==> src/rtl/reg_file_pkg.sv <==
// Shared definitions for the TRISC universal register file: MODE encodings and width.
package reg_file_pkg;

  localparam int MODE_W = 3;

  typedef logic [MODE_W-1:0] mode_t;

  localparam mode_t MODE_HOLD = 3'b000;
  localparam mode_t MODE_LOAD = 3'b001;
  localparam mode_t MODE_SHL  = 3'b010;
  localparam mode_t MODE_SHR  = 3'b011;
  localparam mode_t MODE_INC  = 3'b100;
  localparam mode_t MODE_DEC  = 3'b101;
  localparam mode_t MODE_CLRR = 3'b110;
  localparam mode_t MODE_RSVD = 3'b111;

  // HOLD and the reserved code never execute, so they never touch COUT either.
  function automatic logic mode_is_op(input mode_t m);
    return (m != MODE_HOLD) && (m != MODE_RSVD);
  endfunction

endpackage

==> src/rtl/univ_reg_next.sv <==
// Combinational next-value and next-carry for one universal register.
module univ_reg_next
  import reg_file_pkg::*;
#(
  parameter int N = 8
) (
  input  logic [N-1:0]      r,
  input  logic [N-1:0]      d,
  input  logic              sin,
  input  logic [MODE_W-1:0] mode,
  output logic [N-1:0]      nxt,
  output logic              cout
);

  localparam logic [N-1:0] ONE = {{(N-1){1'b0}}, 1'b1};

  always_comb begin
    nxt  = r;
    cout = 1'b0;
    case (mode)
      MODE_LOAD: nxt = d;
      MODE_SHL: begin
        nxt  = {r[N-2:0], sin};
        cout = r[N-1];
      end
      MODE_SHR: begin
        nxt  = {sin, r[N-1:1]};
        cout = r[0];
      end
      MODE_INC: begin
        nxt  = r + ONE;
        cout = &r;
      end
      MODE_DEC: begin
        nxt  = r - ONE;
        cout = ~|r;
      end
      MODE_CLRR: nxt = '0;
      default: ;
    endcase
  end

endmodule

==> src/rtl/reg_file_univ.sv <==
// NREGS x N universal register file: one operate port, two combinational read ports, registered COUT.
// Define REG_FILE_BYPASS_EN to forward the pending write value onto QA/QB in the same cycle.
module reg_file_univ
  import reg_file_pkg::*;
#(
  parameter int N       = 8,
  parameter int NREGS   = 4,
  parameter int ZERO_R0 = 0,
  localparam int AW     = (NREGS > 1) ? $clog2(NREGS) : 1
) (
  input  logic              CLK,
  input  logic              CLR,
  input  logic              WE,
  input  logic [AW-1:0]     WADDR,
  input  logic [MODE_W-1:0] MODE,
  input  logic [N-1:0]      D,
  input  logic              SIN,
  input  logic [AW-1:0]     RADDR_A,
  input  logic [AW-1:0]     RADDR_B,
  output logic [N-1:0]      QA,
  output logic [N-1:0]      QB,
  output logic              COUT
);

  localparam bit HAS_ZERO_R0 = (ZERO_R0 != 0);

  logic [N-1:0] regs [NREGS];
  logic [N-1:0] cur;
  logic [N-1:0] nxt;
  logic         nxt_c;
  logic         waddr_ok;
  logic         exec;
  logic         wr_blocked;
  logic         cout_q;
  logic [N-1:0] qa_store;
  logic [N-1:0] qb_store;

  assign waddr_ok = int'(WADDR) < NREGS;
  assign exec     = WE && mode_is_op(MODE) && waddr_ok;
  // A protected R0 still executes (COUT moves) but its contents never change.
  assign wr_blocked = HAS_ZERO_R0 && (WADDR == '0);
  assign cur        = waddr_ok ? regs[WADDR] : '0;

  univ_reg_next #(.N(N)) u_next (
    .r    (cur),
    .d    (D),
    .sin  (SIN),
    .mode (MODE),
    .nxt  (nxt),
    .cout (nxt_c)
  );

  always_ff @(posedge CLK or negedge CLR) begin
    if (!CLR) begin
      for (int i = 0; i < NREGS; i++) regs[i] <= '0;
    end else if (exec && !wr_blocked) begin
      regs[WADDR] <= nxt;
    end
  end

  always_ff @(posedge CLK or negedge CLR) begin
    if (!CLR)      cout_q <= 1'b0;
    else if (exec) cout_q <= nxt_c;
  end

  assign COUT = cout_q;

  // Out-of-range addresses and a protected R0 both read as zero.
  always_comb begin
    qa_store = '0;
    if (int'(RADDR_A) < NREGS && !(HAS_ZERO_R0 && RADDR_A == '0))
      qa_store = regs[RADDR_A];
  end

  always_comb begin
    qb_store = '0;
    if (int'(RADDR_B) < NREGS && !(HAS_ZERO_R0 && RADDR_B == '0))
      qb_store = regs[RADDR_B];
  end

`ifdef REG_FILE_BYPASS_EN
  logic [N-1:0] fwd_val;

  assign fwd_val = wr_blocked ? '0 : nxt;
  assign QA      = (exec && RADDR_A == WADDR) ? fwd_val : qa_store;
  assign QB      = (exec && RADDR_B == WADDR) ? fwd_val : qb_store;
`else
  assign QA = qa_store;
  assign QB = qb_store;
`endif

endmodule

==> config.mk <==
export PLATFORM = sky130hd
export DESIGN_NAME = reg_file_univ
export DESIGN_NICKNAME = d
export VERILOG_FILES = /design/src/rtl/reg_file_pkg.sv /design/src/rtl/univ_reg_next.sv /design/src/rtl/reg_file_univ.sv
export SDC_FILE = /design/constraint.sdc
export NUM_CORES = 1
export LEC_CHECK = 0
export ABC_AREA = 1
export BUFFER_PORTS_ARGS = -buffer_cell sky130_fd_sc_hd__buf_4
export CORE_MARGIN = 8
export CORE_UTILIZATION = 60
export CTS_BUF_LIST = sky130_fd_sc_hd__clkbuf_4 sky130_fd_sc_hd__clkbuf_8 sky130_fd_sc_hd__clkbuf_16
export CTS_CLUSTER_DIAMETER = 40
export CTS_CLUSTER_SIZE = 20
export DETAILED_ROUTE_END_ITERATION = 10
export PLACE_DENSITY = 0.82
export SKIP_LAST_GASP = 1
export SLEW_MARGIN = 20
export SYNTH_ARGS = -nofsm -noshare
export SYNTH_HDL_FRONTEND = slang
export SYNTH_SLANG_ARGS = --single-unit
==> constraint.sdc <==
create_clock -name CLK -period 6.8 [get_ports CLK]
set_clock_uncertainty 0.2 [all_clocks]
set_input_delay 1.36 -clock CLK [delete_from_list [all_inputs] [get_ports CLK]]
set_output_delay 1.36 -clock CLK [all_outputs]
set_load 0.01 [all_outputs]
==> flow_summary.ini <==
[placement]
portBuffers = 37
gp_congestion = 0.988
hpwlAfterDp_um = 5940
post_dp_cell_area_um2 = 2980

[flow_run]
max_cap_viol_count = 0

[drt]
drt_iter0_drc = 239
wl_per_cell_um = 15.5
drt_wl_total_um = 7670
viasPerCell = 5.92
drc = 0
first_pass_iters = 5
postRouteAntennaNets = 0
vias = 2937

[global_route]
grt_pass1_vias = 2725
grt_overflow = 0
antenna_found_initial = 0
track_usage_pct = 22.5
grt_pass1_wl_um = 13200
grt_max_degree = 34

[cells_and_area]
fill_cells = 393
multiInputGateArea_um2 = 1630
syn2layout_area_growth_pct = 13.4
drive_gt1_share_pct = 17.3
final_cell_area_um2 = 3070
final_cell_mix = 101 x nand2_1, 41 x o21ai_0, 39 x inv_1
regArea_um2 = 826
diodes = 0
finalNetCount = 471
final_common_cell = nand2_1

[power]
p_leak_nw = 1.50
power_density_nw_per_um2 = 251
ir_drop_mv = 0.121
p_total_mw = 0.769

[synth]
synthArstFlopShare_pct = 100
synth_top_family_by_area = simple AND/OR/NAND/NOR gates
syn_area_per_cell_um2 = 6.52
synth_area_um2 = 2700
synth_warnings = 0
ys_ff_latch = 33
synth_cells = 415
synthMuxAreaShare_pct = 0
syn-num-nets = 442
synth_edf_count = 0
synthSimpleGateAreaFrac_pct = 31.7
synth_xor_area_share_pct = 0
synth_fa_ha_area_share_pct = 2.78
ys_types = 36
synth-compound-area-share_pct = 25.7
yosysSeqAreaShare_pct = 30.5
synthFlopType = dfrtp_1

[clocking]
cts_root_buf = clkbuf_8
clk_pin_slew_ns = 0.06
clk_latency_ns = 0.28
cts_tree = built
clockBufferDepth = 2
h-tree-depth = 2
cts_hold_buf = 0
post-cts-setup-buffers = 0
cts_resized = 0
cts_buffers = 5
cts_sinks = 33

[floorplanning]
die_y_um = 83.1
core-area_um2 = 4350
die_w_um = 83.1
num_io_pins = 38
start_util_pct = 62.1
fp-row-count = 24
dieArea_um2 = 6910

[sta]
slew_viol_final = 0
fin_crit_ns = 4.08
fin_crit_sh_pct = 60.0
rsz0062_at_grt = false
fin_setup_tns_ns = 0
slew-limit-headroom_pct = 54.9
finalSetupViolCount = 0
final_hold_viol_count = 0
worst_slew_pin_slew_ns = 0.677
max_freq_ghz = 0.245

[worst_setup_path]
reg2reg_slack_ns = 4.22
crit_start = RADDR_B[0]
rr_startpoint = regs[1]$_DFFE_PN0P_
r2r_end = regs[1]$_DFFE_PN0P_
start_kind = input pin
path_max_fanout = 20
end_kind = output port
cp.arrival_ns = 2.52
cp.required_ns = 5.24
rr_worst_depth = 12
crit_type = in2out

[min_path]
hold_class = reg2reg
hold_start = regs[10]$_DFFE_PN0P_
worstHoldPathCells = 2
hold_end = regs[10]$_DFFE_PN0P_

[status]
outcome = finished clean
==> final cells by class <==
| type | count | area share [%] |
|---|---|---|
| repair buffers | 37 | 9.06 |
| flip-flops and latches | 33 | 26.9 |
| multi-input cells | 319 | 53.1 |
| inverters | 48 | 5.88 |
| well taps | 52 | 2.12 |
| clock buffers | 7 | 2.94 |
==> through the flow <==
step	utilization [%]	hold slack (ns)	instances	worst slack, ns
final	70.4	0.294	496	2.72
after global routing	70.4	0.319	496	2.63
after CTS	70.4	0.294	496	2.75
after detailed placement	68.3	0.278	489	2.76
after global placement	68.3	0.267	489	2.85
after floorplan	-	0.249	415	3.20
==> power by group <==
| group | total (mW) | internal (mW) | switching [mW] |
|---|---|---|---|
| registers | 0.301 | 0.246 | 0.0548 |
| logic | 0.316 | 0.122 | 0.194 |
| clock network | 0.152 | 0.0842 | 0.0680 |
==> worst max-delay path, stage by stage <==
cell	delay, ns
buf_4	0.16
inv_1	0.42
o21ai_0	0.17
o21ai_0	0.24
buf_4	0.17
==> worst max-delay path by stage <==
stage / endpoint / slack, ns / depth (start not counted)
finish: QB[2] / 2.72 / 5
global route: QA[7] / 2.63 / 6
CTS: QB[2] / 2.75 / 5
detailed placement: QB[2] / 2.76 / 5
global placement: QA[7] / 2.85 / 6
floorplan: QA[2] / 3.20 / 4
==> kinds of logic after synthesis <==
| group | after synthesis |
|---|---|
| AO/OA/AOI/OAI | 122 |
| buffers and inverters | 63 |
| flip-flops | 33 |
| adder cells (fa/ha/maj) | 6 |
| AND/OR/NAND/NOR | 191 |
==> sequential cells by signal (all words and copies together) (netlist names) <==
signal,cells
regs,32
COUT,1
==> cell usage after synthesis, drive strengths merged (6+ instances only) <==
library cell / instances / area, um^2
ha: 6 / 75.1
dfrtp: 33 / 826
o22ai: 11 / 68.8
clkbuf: 8 / 30.0
a22oi: 6 / 50.1
buf: 7 / 41.3
o21ai: 66 / 349
nand2: 110 / 445
nor3: 9 / 60.1
a21oi: 29 / 145
nor2: 36 / 158
nand3: 29 / 145
inv: 47 / 176
==> metal layers <==
layer	routed length [um]	part of all wire [%]	GRT usage [%]	up-vias
li1	-	-	-	1456
met1	3480	45	30.5	1344
met2	3540	46	34.9	124
met3	521	6.8	3.71	13
met4	129	1.7	8.15	0
met5	0	0	0	-
Power figures use the tool's default switching activity.
